==> src/rtl/decode_pipe.sv <==
// RV32I decode stage behind a 2-entry skid buffer. The instruction is decoded as it is accepted.
// The main register drives all outputs. The skid register holds one extra entry while the consumer stalls.
module decode_pipe #(
  parameter int XLEN      = 32,
  parameter int ALU_CTL_W = 5
) (
  input  logic                 clk,
  input  logic                 rst_n,
  input  logic                 flush,
  input  logic                 in_valid,
  output logic                 in_ready,
  input  logic [XLEN-1:0]      in_pc,
  input  logic [31:0]          in_instr,
  output logic                 out_valid,
  input  logic                 out_ready,
  output logic [XLEN-1:0]      out_pc,
  output logic [XLEN-1:0]      imm,
  output logic [ALU_CTL_W-1:0] alu_ctl,
  output logic                 branch_c,
  output logic                 branch_uc,
  output logic                 mem_read,
  output logic                 mem_write,
  output logic                 alu_src,
  output logic                 reg_write,
  output logic                 illegal,
  output logic [2:0]           mem_size,
  output logic [2:0]           br_cond,
  output logic [4:0]           read_reg1,
  output logic [4:0]           read_reg2,
  output logic [4:0]           write_reg,
  output logic [1:0]           dbg_state
);

  localparam logic [ALU_CTL_W-1:0] ALU_AND  = ALU_CTL_W'(0);
  localparam logic [ALU_CTL_W-1:0] ALU_OR   = ALU_CTL_W'(1);
  localparam logic [ALU_CTL_W-1:0] ALU_ADD  = ALU_CTL_W'(2);
  localparam logic [ALU_CTL_W-1:0] ALU_XOR  = ALU_CTL_W'(3);
  localparam logic [ALU_CTL_W-1:0] ALU_SLL  = ALU_CTL_W'(4);
  localparam logic [ALU_CTL_W-1:0] ALU_SRL  = ALU_CTL_W'(5);
  localparam logic [ALU_CTL_W-1:0] ALU_SUB  = ALU_CTL_W'(6);
  localparam logic [ALU_CTL_W-1:0] ALU_SRA  = ALU_CTL_W'(7);
  localparam logic [ALU_CTL_W-1:0] ALU_BR   = ALU_CTL_W'(8);
  localparam logic [ALU_CTL_W-1:0] ALU_SLT  = ALU_CTL_W'(9);
  localparam logic [ALU_CTL_W-1:0] ALU_CHB  = ALU_CTL_W'(10);
  localparam logic [ALU_CTL_W-1:0] ALU_SLTU = ALU_CTL_W'(11);
  localparam logic [ALU_CTL_W-1:0] ALU_ZERO = ALU_CTL_W'(31);

  localparam logic [6:0] OP_R     = 7'b0110011;
  localparam logic [6:0] OP_I     = 7'b0010011;
  localparam logic [6:0] OP_LOAD  = 7'b0000011;
  localparam logic [6:0] OP_STORE = 7'b0100011;
  localparam logic [6:0] OP_BR    = 7'b1100011;
  localparam logic [6:0] OP_JAL   = 7'b1101111;
  localparam logic [6:0] OP_JALR  = 7'b1100111;
  localparam logic [6:0] OP_LUI   = 7'b0110111;
  localparam logic [6:0] OP_AUIPC = 7'b0010111;

  localparam logic [6:0] F7_BASE = 7'b0000000;
  localparam logic [6:0] F7_ALT  = 7'b0100000;

  typedef enum logic [1:0] {
    S_EMPTY = 2'd0,
    S_ONE   = 2'd1,
    S_FULL  = 2'd2
  } state_t;

  typedef struct packed {
    logic [XLEN-1:0]      pc;
    logic [XLEN-1:0]      imm;
    logic [ALU_CTL_W-1:0] alu_ctl;
    logic                 branch_c;
    logic                 branch_uc;
    logic                 mem_read;
    logic                 mem_write;
    logic                 alu_src;
    logic                 reg_write;
    logic                 illegal;
    logic [2:0]           mem_size;
    logic [2:0]           br_cond;
    logic [4:0]           rs1;
    logic [4:0]           rs2;
    logic [4:0]           rd;
  } dec_t;

  // Base (funct7 = 0) operation selected by funct3, shared by R and I-ALU forms.
  function automatic logic [ALU_CTL_W-1:0] f3_alu(input logic [2:0] f3);
    logic [ALU_CTL_W-1:0] op;
    case (f3)
      3'b000:  op = ALU_ADD;
      3'b001:  op = ALU_SLL;
      3'b010:  op = ALU_SLT;
      3'b011:  op = ALU_SLTU;
      3'b100:  op = ALU_XOR;
      3'b101:  op = ALU_SRL;
      3'b110:  op = ALU_OR;
      default: op = ALU_AND;
    endcase
    return op;
  endfunction

  state_t    r_state;
  state_t    w_state_nxt;
  logic      r_in_ready;
  logic      r_out_valid;
  dec_t      r_main;
  dec_t      r_skid;
  dec_t      w_dec;
  logic      w_ill;
  logic      w_in_fire;
  logic      w_out_fire;
  logic      w_ld_main_dec;
  logic      w_ld_main_skid;
  logic      w_ld_skid;

  logic [6:0] w_opcode;
  logic [2:0] w_f3;
  logic [6:0] w_f7;

  assign w_opcode = in_instr[6:0];
  assign w_f3     = in_instr[14:12];
  assign w_f7     = in_instr[31:25];

  always_comb begin
    w_dec         = '0;
    w_ill         = 1'b0;
    w_dec.alu_ctl = ALU_ZERO;
    w_dec.pc      = in_pc;
    w_dec.rs1     = in_instr[19:15];
    w_dec.rs2     = in_instr[24:20];
    w_dec.rd      = in_instr[11:7];
    case (w_opcode)
      OP_R: begin
        w_dec.reg_write = 1'b1;
        if (w_f7 == F7_BASE)                       w_dec.alu_ctl = f3_alu(w_f3);
        else if (w_f7 == F7_ALT && w_f3 == 3'b000) w_dec.alu_ctl = ALU_SUB;
        else if (w_f7 == F7_ALT && w_f3 == 3'b101) w_dec.alu_ctl = ALU_SRA;
        else                                       w_ill = 1'b1;
      end
      OP_I: begin
        w_dec.reg_write = 1'b1;
        w_dec.alu_src   = 1'b1;
        w_dec.imm       = XLEN'($signed(in_instr[31:20]));
        w_dec.alu_ctl   = f3_alu(w_f3);
        // Shift-immediates carry funct7 in the upper immediate bits.
        if (w_f3 == 3'b001 && w_f7 != F7_BASE) w_ill = 1'b1;
        if (w_f3 == 3'b101) begin
          if (w_f7 == F7_ALT)        w_dec.alu_ctl = ALU_SRA;
          else if (w_f7 != F7_BASE)  w_ill = 1'b1;
        end
      end
      OP_LOAD: begin
        w_dec.reg_write = 1'b1;
        w_dec.alu_src   = 1'b1;
        w_dec.mem_read  = 1'b1;
        w_dec.alu_ctl   = ALU_ADD;
        w_dec.mem_size  = w_f3;
        w_dec.imm       = XLEN'($signed(in_instr[31:20]));
        if (w_f3 == 3'b011 || w_f3 == 3'b110 || w_f3 == 3'b111) w_ill = 1'b1;
      end
      OP_STORE: begin
        w_dec.alu_src   = 1'b1;
        w_dec.mem_write = 1'b1;
        w_dec.alu_ctl   = ALU_ADD;
        w_dec.mem_size  = w_f3;
        w_dec.imm       = XLEN'($signed({in_instr[31:25], in_instr[11:7]}));
        if (w_f3 > 3'b010) w_ill = 1'b1;
      end
      OP_BR: begin
        w_dec.branch_c = 1'b1;
        w_dec.alu_ctl  = ALU_BR;
        w_dec.br_cond  = w_f3;
        w_dec.imm      = XLEN'($signed({in_instr[31], in_instr[7], in_instr[30:25],
                                        in_instr[11:8], 1'b0}));
        if (w_f3 == 3'b010 || w_f3 == 3'b011) w_ill = 1'b1;
      end
      OP_JAL: begin
        w_dec.branch_uc = 1'b1;
        w_dec.reg_write = 1'b1;
        w_dec.alu_ctl   = ALU_CHB;
        w_dec.imm       = XLEN'($signed({in_instr[31], in_instr[19:12], in_instr[20],
                                         in_instr[30:21], 1'b0}));
      end
      OP_JALR: begin
        w_dec.branch_uc = 1'b1;
        w_dec.reg_write = 1'b1;
        w_dec.alu_src   = 1'b1;
        w_dec.alu_ctl   = ALU_ADD;
        w_dec.imm       = XLEN'($signed(in_instr[31:20]));
        if (w_f3 != 3'b000) w_ill = 1'b1;
      end
      OP_LUI: begin
        w_dec.reg_write = 1'b1;
        w_dec.alu_src   = 1'b1;
        w_dec.alu_ctl   = ALU_CHB;
        w_dec.imm       = XLEN'($signed({in_instr[31:12], 12'h000}));
      end
      OP_AUIPC: begin
        w_dec.reg_write = 1'b1;
        w_dec.alu_src   = 1'b1;
        w_dec.alu_ctl   = ALU_ADD;
        w_dec.imm       = XLEN'($signed({in_instr[31:12], 12'h000}));
      end
      default: w_ill = 1'b1;
    endcase
    // An illegal instruction must not cause any side effect downstream.
    if (w_ill) begin
      w_dec.imm       = '0;
      w_dec.alu_ctl   = ALU_ZERO;
      w_dec.branch_c  = 1'b0;
      w_dec.branch_uc = 1'b0;
      w_dec.mem_read  = 1'b0;
      w_dec.mem_write = 1'b0;
      w_dec.alu_src   = 1'b0;
      w_dec.reg_write = 1'b0;
      w_dec.mem_size  = 3'b000;
      w_dec.br_cond   = 3'b000;
      w_dec.illegal   = 1'b1;
    end
    if (w_dec.rd == 5'd0) w_dec.reg_write = 1'b0;
  end

  // Handshake: a beat moves on an edge where valid and ready are both high. in_ready and
  // out_valid come from flops. A producer holds valid and payload stable until it is accepted.
  assign w_in_fire  = in_valid & r_in_ready;
  assign w_out_fire = r_out_valid & out_ready;

  always_comb begin
    w_state_nxt    = r_state;
    w_ld_main_dec  = 1'b0;
    w_ld_main_skid = 1'b0;
    w_ld_skid      = 1'b0;
    if (flush) begin
      w_state_nxt = S_EMPTY;
    end else begin
      case (r_state)
        S_EMPTY: begin
          if (w_in_fire) begin
            w_state_nxt   = S_ONE;
            w_ld_main_dec = 1'b1;
          end
        end
        S_ONE: begin
          case ({w_in_fire, w_out_fire})
            2'b11:   w_ld_main_dec = 1'b1;
            2'b10: begin
              w_state_nxt = S_FULL;
              w_ld_skid   = 1'b1;
            end
            2'b01:   w_state_nxt = S_EMPTY;
            default: w_state_nxt = S_ONE;
          endcase
        end
        S_FULL: begin
          if (w_out_fire) begin
            w_state_nxt    = S_ONE;
            w_ld_main_skid = 1'b1;
          end
        end
        default: w_state_nxt = S_EMPTY;
      endcase
    end
  end

  always_ff @(posedge clk or negedge rst_n) begin
    if (!rst_n) begin
      r_state          <= S_EMPTY;
      r_in_ready       <= 1'b1;
      r_out_valid      <= 1'b0;
      r_main           <= '0;
      r_main.alu_ctl   <= ALU_ZERO;
      r_skid           <= '0;
      r_skid.alu_ctl   <= ALU_ZERO;
    end else begin
      r_state     <= w_state_nxt;
      r_in_ready  <= (w_state_nxt != S_FULL);
      r_out_valid <= (w_state_nxt != S_EMPTY);
      if (w_ld_main_dec)       r_main <= w_dec;
      else if (w_ld_main_skid) r_main <= r_skid;
      if (w_ld_skid)           r_skid <= w_dec;
    end
  end

  assign in_ready  = r_in_ready;
  assign out_valid = r_out_valid;
  assign dbg_state = r_state;
  assign out_pc    = r_main.pc;
  assign imm       = r_main.imm;
  assign alu_ctl   = r_main.alu_ctl;
  assign branch_c  = r_main.branch_c;
  assign branch_uc = r_main.branch_uc;
  assign mem_read  = r_main.mem_read;
  assign mem_write = r_main.mem_write;
  assign alu_src   = r_main.alu_src;
  assign reg_write = r_main.reg_write;
  assign illegal   = r_main.illegal;
  assign mem_size  = r_main.mem_size;
  assign br_cond   = r_main.br_cond;
  assign read_reg1 = r_main.rs1;
  assign read_reg2 = r_main.rs2;
  assign write_reg = r_main.rd;

endmodule

==> config.mk <==
export PLATFORM = sky130hd
export DESIGN_NAME = decode_pipe
export DESIGN_NICKNAME = d
export VERILOG_FILES = /design/src/rtl/decode_pipe.sv
export SDC_FILE = /design/constraint.sdc
export NUM_CORES = 1
export LEC_CHECK = 0
export ABC_AREA = 1
export CAP_MARGIN = 40
export CORE_ASPECT_RATIO = 0.8
export CORE_UTILIZATION = 35
export DETAILED_ROUTE_END_ITERATION = 10
export SKIP_LAST_GASP = 1
export SLEW_MARGIN = 15
export SYNTH_ARGS = -nofsm -noshare
export SYNTH_HDL_FRONTEND = slang
export SYNTH_SLANG_ARGS = --single-unit
==> constraint.sdc <==
create_clock -name clk -period 1.88 [get_ports clk]
set_input_delay 0.376 -clock clk [delete_from_list [all_inputs] [get_ports clk]]
set_output_delay 0.376 -clock clk [all_outputs]
set_load 0.05 [all_outputs]
## Word-level counts from Yosys, hierarchy flattened

Cells that the tools add are included.

| storage, ports and cells | value |
|---|---|
| bits in registers | 198 |
| input bits | 69 |
| logic and storage cells | 129 |

| operators by class | value |
|---|---|
| magnitude comparators | 1 |
| equal/unequal tests | 23 |
| mux-type cells | 47 |
| bitwise operators | 2 |
| reduce and logical (&&, ||, !) cells | 23 |

Operator list:

| cell | number |
|---|---|
| $mux 97 | 2 |
| $pmux 32 s5 | 1 |
| $mux 50 | 1 |
| $eq 7x6->1 const B | 4 |
| $pmux 4 s7 | 1 |
| $mux 1 | 27 |
| $mux 5 | 5 |
| $pmux 5 s5 | 1 |
| $eq 7x7->1 const B | 3 |
| $eq 7x5->1 const B | 2 |
| $eq 3x3->1 const B | 4 |
| $pmux 2 s3 | 2 |
| $reduce_or 2->1 | 4 |
| $eq 7x2->1 const B | 1 |
| $logic_not 7->1 | 1 |
| $pmux 1 s7 | 1 |
| $reduce_bool 7->1 | 1 |
| $reduce_or 7->1 | 1 |
| $eq 2x2->1 const B | 3 |
| $eq 3x2->1 const B | 2 |
| $mux 2 | 3 |
| $mux 3 | 2 |
| $reduce_or 3->1 | 2 |
| $reduce_or 6->1 | 1 |
| 14 further kinds | 21 |

## Depth between registers and ports, before layout

Gate-level depths: netlist of run 1.

| logic depth | value |
|---|---|
| depth after elaboration | 10 |
| mapped depth | 14 |

## Least setup slack after synthesis of run 1

OpenSTA, ideal clock, no wires.

| path | value |
|---|---|
| path type | register -> register |
| from | reg r_out_valid (netlist: out_valid) |
| to | reg r_main (netlist bit imm[10]) |
| setup time | 0.118 ns |
| data arrival time | 2.029 ns |
| required time | 1.762 ns |
| path slack | -0.266 ns |
| stages on the path, launching flop included | 13 |
| clock period less this slack | 2.146 ns |
| cell sequence | dfrtp_1 -> nand2_1 -> inv_1 -> ha_1 -> inv_1 -> o21ai_4 -> nand2_2 -> inv_2 -> buf_4 -> buf_2 -> nand2_1 -> nand2_1 -> nand2_1 |

| between the ends | value |
|---|---|
| cells in the longest elaborated chain, start to end | 6 |
| elaborated cells between the ends (all ways) | 10 |
| those cells by class | 1 x eq/ne; 7 x mux; 1 x bitwise; 1 x reduce/logical |

RTL lines:

| element | RTL line | RTL |
|---|---|---|
| from (decl) | 104 | `logic r_out_valid;` |
| from (signal assigned) | 276 | `r_out_valid <= (w_state_nxt != S_EMPTY);` |
| $and 1x1->1 (*) | 225 | `assign w_out_fire = r_out_valid & out_ready;` |
| $eq 2x2->1 | 243 | `case ({w_in_fire, w_out_fire})` |
| $mux 1 | 243 |  |
| $pmux 1 s2 | 235 | `case (r_state)` |
| $mux 1 | 232 | `if (flush) begin` |
| $mux 97 / $reduce_bool 2->1 (equally long branches) | n/a |  |
| to (signal assigned) | 277 | `if (w_ld_main_dec) r_main <= w_dec;` |
| to (signal assigned) | 278 | `else if (w_ld_main_skid) r_main <= r_skid;` |
| to (decl) | 105 | `dec_t r_main;` |

Mark *: on every way between the ends. The rest lies on a longest branch, timed or not.
A chain may end at the register's enable or synchronous reset.

## Worst setup path in the final report of run 1

| path | value |
|---|---|
| from | reg r_in_ready (netlist: in_ready) |
| to | reg r_main (netlist bit read_reg2[0]) |

| between the ends | value |
|---|---|
| cells in the longest elaborated chain, start to end | 6 |
| elaborated cells between the ends (all ways) | 8 |
| those cells by class | 1 x eq/ne; 5 x mux; 1 x bitwise; 1 x reduce/logical |

RTL lines:

| element | RTL line | RTL |
|---|---|---|
| from (decl) | 103 | `logic r_in_ready;` |
| from (signal assigned) | 275 | `r_in_ready <= (w_state_nxt != S_FULL);` |
| $and 1x1->1 (*) | 224 | `assign w_in_fire = in_valid & r_in_ready;` |
| $eq 2x2->1 | 243 |  |
| $mux 1 | 243 |  |
| $pmux 1 s2 (*) | 235 |  |
| $mux 1 (*) | 232 |  |
| $mux 97 / $reduce_bool 2->1 (equally long branches) | n/a |  |

Marks and branches as above.

==> results of run 1 <==
==> critical path: cells and delay by family, from the launching register on <==
family,cells,cell delay (ps)
AOI/OAI and AO/OA,3,440
adders and majority gates,1,130
buffers and inverters,6,580
DFF,1,540
and+or+nand+nor,1,60
==> how the worst max path moves through the flow <==
stage / start / end / slack (ps)
global route: in_ready / imm[28] / -50
global placement: in_instr[2] / imm[3] / -580
CTS: in_ready / mem_size[1] / -50
floorplan: in_ready / branch_c / -140
finish: in_ready / read_reg2[0] / 9
detailed placement: in_instr[2] / imm[3] / -630
==> kinds of logic after synthesis <==
family | Yosys count | share of synthesized area
and+or+nand+nor | 711 | 0.303
DFF | 198 | 0.532
adders and majority gates | 2 | 0.00268
buffers and inverters | 116 | 0.0548
AOI/OAI and AO/OA | 194 | 0.107
==> report_power, final <==
part	leakage (uW)	switching, uW	internal, uW
clock	0.000284	1850	1930
combinational	0.00392	4600	2200
sequential	0.00256	724	5510
total	0.00676	7170	9640
==> final cells by class <==
cell class                      count  area [um^2]  area share
Sequential cell                   198         4970       0.362
Multi-Input combinational cell    907         4260       0.310
Timing Repair Buffer              310         3270       0.238
Tap cell                          357          447      0.0325
Clock buffer                       18          439      0.0320
Inverter                           45          191      0.0139
Clock inverter                     14          158      0.0115
Antenna cell                        1         2.50    0.000182
==> metrics by stage <==
stage | power (uW) | TNS, ps | std cells | cell area (um^2) | hold slack [ps]
after floorplan | 10400 | -9240 | 1221 | 9470 | 80.4
after global placement | 12700 | -68150 | 1783 | 12100 | 337
after detailed placement | 12800 | -73750 | 1783 | 12100 | 337
after CTS | 16600 | -407 | 1834 | 13100 | 429
after global routing | 17600 | -1590 | 1850 | 13700 | 425
final | 16800 | 0 | 1850 | 13700 | 416
==> routing by layer <==
| metal | vias to the layer above | share of wire | track usage |
|---|---|---|---|
| met4 | 0 | 0.012 | 0.0492 |
| met2 | 365 | 0.43 | 0.328 |
| met5 | - | 0 | 0 |
| met1 | 4322 | 0.47 | 0.348 |
| li1 | 4440 | - | - |
| met3 | 26 | 0.086 | 0.0441 |
==> cells in the final DEF (no fill, tap or decap), types with 3 or more instances in the layout <==
master,n
nand2_1,439
dfrtp_1,186
buf_4,155
o21ai_1,126
nor2_1,122
clkdlybuf4s50_1,51
nand3_1,47
o21ai_0,44
dlygate4sd2_1,30
clkbuf_16,27
inv_1,26
nor2_2,26
buf_12,25
nor2_4,22
nand2_2,19
nand4_1,16
dlymetal6s2s_1,15
inv_2,14
nand3_2,12
buf_6,12
dfstp_2,11
a21oi_1,8
buf_16,7
inv_4,4
o21ai_2,4
inv_8,4
nand2_4,3
o21ai_4,3
a21oi_2,3
clkinvlp_4,3
inv_6,3
buf_8,3
==> timing repair <==
action / in CTS / in global routing
resized for setup: 90 / 142
setup endpoints to repair: 166 / 146
endpoints found under the hold margin: 32 / 0
pin swaps: 19 / 70
setup buffers: 13 / 5
gates cloned: 6 / 11
hold buffers: 1 / 0
==> results_dict.tcl, run 1 <==
set metrics [dict create \
    status "finished, final reports clean" \
    cts_buffers 17 \
    r2r_cells 11 \
    worst_slack_ps 8.98 \
    period_needed_ps 1870 \
    die_h_um 148 \
    fmax_mhz 534 \
    drc 0 \
    worstHoldPathType "input pin to flop" \
    whs_endpoint "r_skid[38]" \
    syn_area_per_cell_um2 7.65 \
    endpoint_kind "flop" \
    cp_slowest_cell "dfstp_2" \
    ys_top_cells_by_count "457 x nand2_1, 187 x dfrtp_1, 165 x nor2_1" \
    drive_gt1_frac 0.249 \
    clk_pin_slew_ps 80 \
    period_share 0.995 \
    rows 53 \
    first_global_vias 8426 \
    ys_seq_elements 198 \
    r2r-end "read_reg2[0]" \
    largest_reg_flops 97 \
    critPathMaxFanout 20 \
    area_growth_syn_to_layout_pct 47.1 \
    grt.overflow.total 0 \
    power_density_nw_per_um2 1220 \
    syn_nets 1292 \
    startpoint_type "flop" \
    slowest_delay_ps 540 \
    htreeDepth 4 \
    hold_viol_final 0 \
    core_um2 26300 \
    cts_num_sinks 198 \
    wl_per_cell_um 17.4 \
    yosysTopAreaCellShare 0.501 \
    crit_arrival_ps 2190 \
    wirelength_um 32200 \
    cts_root_buffer "clkbuf_16" \
    reg2reg_slack_ps 9 \
    worst_ep_required_time_ps 2200 \
    regMostFlops "r_skid" \
    synth.cell_area_um2 9340 \
    dieArea_um2 27300 \
    path_cells "nand2_2 -> inv_4 -> ha_4 -> inv_2 -> o21ai_4 -> buf_6 -> buf_4 -> inv_2 -> buf_12 -> o21ai_0 -> o21ai_0" \
    ioPinCount 170 \
    track_usage 0.227 \
    finClkSkew_ps 11.9 \
    vias 9153 \
    ir_worst_vdd_mv 0.971 \
    slew_violations 0 \
    clk_path_buf_depth 2 \
    antenna_found_initial 1 \
    p_leak_uw 0.00676 \
    synth_edf_count 0 \
    relSlewSlack 0.670 \
    synth_most_common_cell "nand2_1" \
    start_util 0.356 \
    tightest_slew_ps 497 \
    timing.rr.start "in_ready" \
    crit_type "flop to flop" \
    gp_congestion 0.939 \
    synth_largest_area_cell "dfrtp_1" \
    fillers 2495 \
    final-setup-viol-count 0 \
    grt_max_degree 43 \
    pre_cts_slack_ps -626 \
    drtIter0Drc 809 \
    holdCritStartpoint "in_instr[25]" \
    die_width_um 185 \
    grt_setup_unrepaired "yes" \
    yosys_warnings 0 \
    fin_util 0.523 \
    postRouteAntennaNets 0 \
    clock_latency_ps 450 \
    dp_hpwl_um 20100 \
    synth_ff_type "dfrtp_1" \
    port_buffers 169 \
    yosysUniqueCellTypes 29 \
    syn_inst 1221 \
    netlist_top_cells_area "dfrtp_1 50%, nand2_1 18%, nor2_1 6.6%" \
    nets 1550 \
    cts_tree "built" \
    synthArstFlopShare 1.00 \
    drtPass1Iterations 5 \
    maxCapViolCount 0 \
    yosysSeqAreaShare 0.532 \
    vias_per_cell 4.95 \
    min_path_cells 4 \
    grt_pass1_wl_um 47600 \
]
(Power assumes the default switching activity.)
==> run 2: changes to the inputs <==
REMOVE_ABC_BUFFERS = 1   (was not set)
==> run 2 against run 1 <==
Net effect:
- the run now ends with setup timing left
- total power rose by 0.55%
- worst setup slack got worse by 40 ps
- maximum frequency fell by 2.1%
- sequential cell count did not move
- clock power barely moved
- largest cell class unchanged
- first-iteration DRC count rose by 2.6%
- critical path type unchanged
==> results_dict.tcl, run 2 (synthesis gave the netlist of run 1 again) <==
set metrics [dict create \
    status "complete, but fails checks" \
    violations "setup timing" \
    final-setup-viol-count 20 \
    cts_tree "built" \
    ioPinCount 170 \
    regMostFlops "r_skid" \
    use_met3 0.0384 \
    worst_slack_ps -30.6 \
    cts_root_buffer "clkbuf_16" \
    tightest_slew_ps 527 \
    start_util 0.356 \
    grt_max_degree 57 \
    grt.overflow.total 0 \
    die_width_um 185 \
    largest_reg_flops 97 \
    htreeDepth 4 \
    swShare 0.425 \
    crit_type "flop to flop" \
    antenna_found_initial 0 \
    period_share 1.02 \
    hold_viol_final 0 \
    path_cells "nand2_2 -> inv_2 -> ha_4 -> inv_4 -> o21ai_4 -> o21ai_4 -> buf_12 -> buf_12 -> clkbuf_16 -> nand2_1 -> o21ai_1" \
    cts_buffers 17 \
    track_usage 0.216 \
    first_global_vias 8486 \
    drtPass1Iterations 5 \
    top_usage_layer "met2" \
    core_um2 26300 \
    dieArea_um2 27300 \
    drive_gt1_frac 0.254 \
    dp_hpwl_um 18800 \
    ir_worst_vdd_mv 0.664 \
    grt.met1_usage 0.320 \
    wirelength_um 30500 \
    finClkSkew_ps 10.7 \
    grt_setup_unrepaired "yes" \
    slew_violations 0 \
    drtIter0Drc 830 \
    startpoint_type "flop" \
    endpoint_kind "flop" \
    area_growth_syn_to_layout_pct 47.5 \
    vias_per_cell 4.96 \
    antenna_cells 0 \
    postRouteAntennaNets 0 \
    nets 1539 \
    period_needed_ps 1910 \
    relSlewSlack 0.648 \
    grt_pass1_wl_um 46000 \
    worst_ep_required_time_ps 2200 \
    gp_congestion 0.902 \
    critPathMaxFanout 5 \
    cts_num_sinks 198 \
    port_buffers 169 \
    clk_path_buf_depth 2 \
    fmax_mhz 523 \
    slowest_delay_ps 540 \
    die_h_um 148 \
    clock_latency_ps 450 \
    pwr-share-clk 0.223 \
    vias 9115 \
    wl_per_cell_um 16.6 \
    crit_arrival_ps 2230 \
    fin_tns_setup_ps -270 \
    path_delay_family "buffers and inverters" \
    power_density_nw_per_um2 1230 \
    drc 0 \
    cp_slowest_cell "dfstp_2" \
    worstHoldPathType "input pin to flop" \
    seqPwrFrac 0.373 \
    use_met2 0.328 \
    p_leak_uw 0.00678 \
    pwr-share-comb 0.404 \
    layout_commonest_cell "nand2_1" \
    mostFrequentLayoutCells "420 x nand2_1, 187 x dfrtp_1, 140 x buf_4" \
    maxCapViolCount 0 \
    power.switching_uw 7180 \
    power.internal_uw 9720 \
    rows 53 \
    critPathBufInv 5 \
    clk_pin_slew_ps 80 \
    holdWs_ps 357 \
]
run 2: layer usage:
layer	routed length, um	vias up
li1	-	4405
met1	14700	4429
met2	13800	259
met3	1630	22
met4	329	0
met5	0	-
run 2: layout make-up:
| class | count | area (um^2) |
|---|---|---|
| Timing Repair Buffer | 299 | 3230 |
| Multi-Input combinational cell | 907 | 4360 |
| Clock buffer | 19 | 453 |
| Clock inverter | 13 | 134 |
| Fill cell | 2497 | 12500 |
| Tap cell | 357 | 447 |
| Sequential cell | 198 | 4970 |
| Inverter | 45 | 189 |
run 2: worst register-to-register path, cell delays in order, from the launching register on:
cell	delay, ps
dfstp_2	540
nand2_2	50
inv_2	80
ha_4	150
inv_4	40
o21ai_4	200
o21ai_4	140
buf_12	180
buf_12	150
clkbuf_16	170
nand2_1	50
o21ai_1	60
run 2: what timing repair did:
item | CTS | global route
endpoints found under the setup margin | 139 | 146
hold buffers | 1 | 0
endpoints found under the hold margin | 39 | 0
cloned | 4 | 13
resized for setup | 63 | 193
pin swaps | 11 | 44
buffers inserted | 8 | 9
run 2: stage by stage:
stage | instance area [um^2] | instances | util | power, uW | setup slack [ps]
2_1_floorplan | 8990 | 1150 | - | 10300 | -3660
3_3_place_gp | 12100 | 1774 | 0.459 | 12700 | -533
3_5_place_dp | 12100 | 1774 | 0.459 | 12800 | -584
4_1_cts | 12900 | 1819 | 0.492 | 16500 | -21.0
5_1_grt | 13800 | 1838 | 0.525 | 17800 | -115
6_report | 13800 | 1838 | 0.525 | 16900 | -30.6
run 2: power by group through the flow:
stage,sequential (uW),clock (uW),combinational [uW]
2_1_floorplan,8710,0,1570
3_3_place_gp,6280,0,6410
3_5_place_dp,6300,0,6460
4_1_cts,6230,3850,6420
5_1_grt,6440,4030,7320
6_report,6310,3760,6830
run 2: final timing paths:
check                             start      endpoint  slack [ps]  cells after the start
max                            in_ready    out_pc[14]         -30                     11
min                        in_instr[14]    r_skid[20]         360                      3
max reg2reg                    in_ready    out_pc[14]         -30                     11
min reg2reg                  alu_ctl[2]    alu_ctl[2]         480                      2
max in group asynchronous         rst_n       imm[19]         730                      3
min in group asynchronous         rst_n  dbg_state[1]         450                      2
==> run 3: changes to the inputs <==
CORE_UTILIZATION = 48   (was 35)
PLACE_DENSITY = 0.77   (was not set)
==> run 3 against run 2 <==
Net effect:
- the run now ends clean
- highest routed layer unchanged
- combinational power fell by 4.2%
- sequential power fell by 0.6%
- clock-buffer cell count rose by 2
- via count rose by 4.2%
- clock skew barely moved
- worst hold slack improved by 55 ps
- critical path depth did not move
- global-route usage rose by 6.3 points
- first-iteration DRC count rose by 10%
- register-to-register slack improved by 40 ps
- die area fell by 27%
==> results_dict.tcl, run 3 (synthesis gave the netlist of run 1 again) <==
set metrics [dict create \
    clk_pin_slew_ps 80 \
    timing.rr.start "in_ready" \
    worst_ep_required_time_ps 2250 \
    power_density_nw_per_um2 1240 \
    htreeDepth 4 \
    area_growth_syn_to_layout_pct 43.0 \
    fmax_mhz 534 \
    layout_commonest_cell "nand2_1" \
    crit_path_start "in_ready" \
    drtIter0Drc 915 \
    period_share 0.995 \
    cts_num_sinks 198 \
    cts_buffers 17 \
    gp_congestion 0.870 \
    startpoint_type "flop" \
    clk_path_buf_depth 2 \
    fin_tns_setup_ps 0 \
    cts_root_buffer "clkbuf_16" \
    wirelength_um 29600 \
    regMostFlops "r_skid" \
    core_um2 19000 \
    antenna_found_initial 0 \
    final_cells 1749 \
    vias_per_cell 5.43 \
    slowest_delay_ps 540 \
    fin_util 0.701 \
    dp_cells 1683 \
    die_width_um 158 \
    nets 1549 \
    crit_arrival_ps 2250 \
    antenna_cells 0 \
    endpoint_kind "flop" \
    grt_max_degree 43 \
    final-setup-viol-count 0 \
    power.internal_uw 9550 \
    period_needed_ps 1870 \
    min_path_cells 4 \
    ioPinCount 170 \
    clock_latency_ps 440 \
    cts_tree "built" \
    crit_type "flop to flop" \
    critPathMaxFanout 9 \
    power.switching_uw 6950 \
    path_depth 11 \
    worstHoldPathType "input pin to flop" \
    reg2reg_slack_ps 9 \
    swShare 0.421 \
    cp_slowest_cell "dfstp_2" \
    drive_gt1_frac 0.226 \
    first_global_vias 8511 \
    status "finished, final reports clean" \
    pwr-share-clk 0.224 \
    start_util 0.491 \
    seqPwrFrac 0.380 \
    track_usage 0.279 \
    path_delay_family "flip-flops" \
    die_h_um 127 \
    crit_path_end "imm[0]" \
    dieArea_um2 20000 \
    postRouteAntennaNets 0 \
    holdWs_ps 413 \
    grt_pass1_wl_um 43500 \
    pwr-share-comb 0.397 \
    grt.overflow.total 0 \
    slew_violations 0 \
    wl_per_cell_um 16.9 \
    finClkSkew_ps 11.1 \
    drtPass1Iterations 5 \
    grt_setup_unrepaired "yes" \
    vias 9499 \
    path_cells "nand2_2 -> inv_2 -> ha_4 -> inv_2 -> o21ai_4 -> o21ai_4 -> buf_12 -> clkbuf_16 -> nor2_1 -> nand2_1 -> nand2_1" \
    holdCritStartpoint "in_instr[25]" \
    r2r_cells 11 \
    tightest_slew_ps 497 \
    relSlewSlack 0.670 \
    p_leak_uw 0.00667 \
    critPathBufInv 4 \
    ir_worst_vdd_mv 0.905 \
    drc 0 \
    r2r-end "imm[0]" \
    hold_viol_final 0 \
    largest_reg_flops 97 \
    mostFrequentLayoutCells "447 x nand2_1, 187 x dfrtp_1, 154 x buf_4" \
    port_buffers 169 \
    dp_hpwl_um 18400 \
    rows 45 \
    maxCapViolCount 0 \
]
==> run 3: changes by cell type in the layout (fill, tap and decap cells not counted), sizes merged, moves of 2 or more <==
| cell | delta |
|---|---|
| dlygate4sd2 | +9 |
| buf | +6 |
| dlymetal6s2s | -5 |
| inv | -5 |
| clkbuf | +2 |
| clkinvlp | +2 |
==> run 3: through the flow <==
step / power [uW] / worst slack [ps] / instance area, um^2
after global routing: 17300 / -72.5 / 13300
after global placement: 12600 / -530 / 11900
after CTS: 16200 / -43.7 / 12800
final: 16500 / 8.53 / 13300
after floorplan: 10300 / -3660 / 8990
after detailed placement: 12700 / -666 / 11900
==> run 3: timing repair <==
item / 4_1_cts / 5_1_grt
endpoints found under the hold margin: 26 / 0
resized for setup: 90 / 103
pin swaps: 11 / 24
cloned: 2 / 13
setup buffers: 13 / 7
hold buffers: 1 / 0
setup endpoints to repair: 162 / 138
==> run 3: per-layer routing <==
metal / GRT usage / wire (um) / up-vias
li1: - / - / 4427
met1: 0.410 / 13000 / 4509
met2: 0.425 / 13300 / 488
met3: 0.0441 / 2540 / 75
met4: 0.0820 / 775 / 0
met5: 0 / 0 / -
==> run 3: final cells by class <==
class	count	area, um^2
Clock inverter	11	116
Multi-Input combinational cell	907	4140
Tap cell	258	323
Clock buffer	21	470
Timing Repair Buffer	309	3150
Sequential cell	198	4970
Fill cell	1495	5680
Inverter	45	181
==> run 3: power groups by stage <==
stage               combinational (uW)  clock, uW  sequential, uW
global placement                  6310          0            6280
detailed placement                6410          0            6300
global route                      6990       3880            6390
finish                            6540       3690            6270
floorplan                         1570          0            8710
CTS                               6290       3700            6240
==> run 3: worst register-to-register path: cells and delay by family, from the launching register on <==
kind | cells | cell delay (ps)
buf+inv | 4 | 490
flops | 1 | 540
simple gates | 4 | 290
compound gates | 2 | 360
fa+ha+maj | 1 | 130
==> run 3: how the worst min path moves through the flow <==
| stage | endpoint | slack (ps) |
|---|---|---|
| 2_1_floorplan | alu_src | 80 |
| 3_3_place_gp | mem_size[2] | 340 |
| 3_5_place_dp | mem_size[0] | 340 |
| 4_1_cts | mem_size[0] | 450 |
| 5_1_grt | r_skid[38] | 430 |
| 6_report | r_skid[38] | 410 |
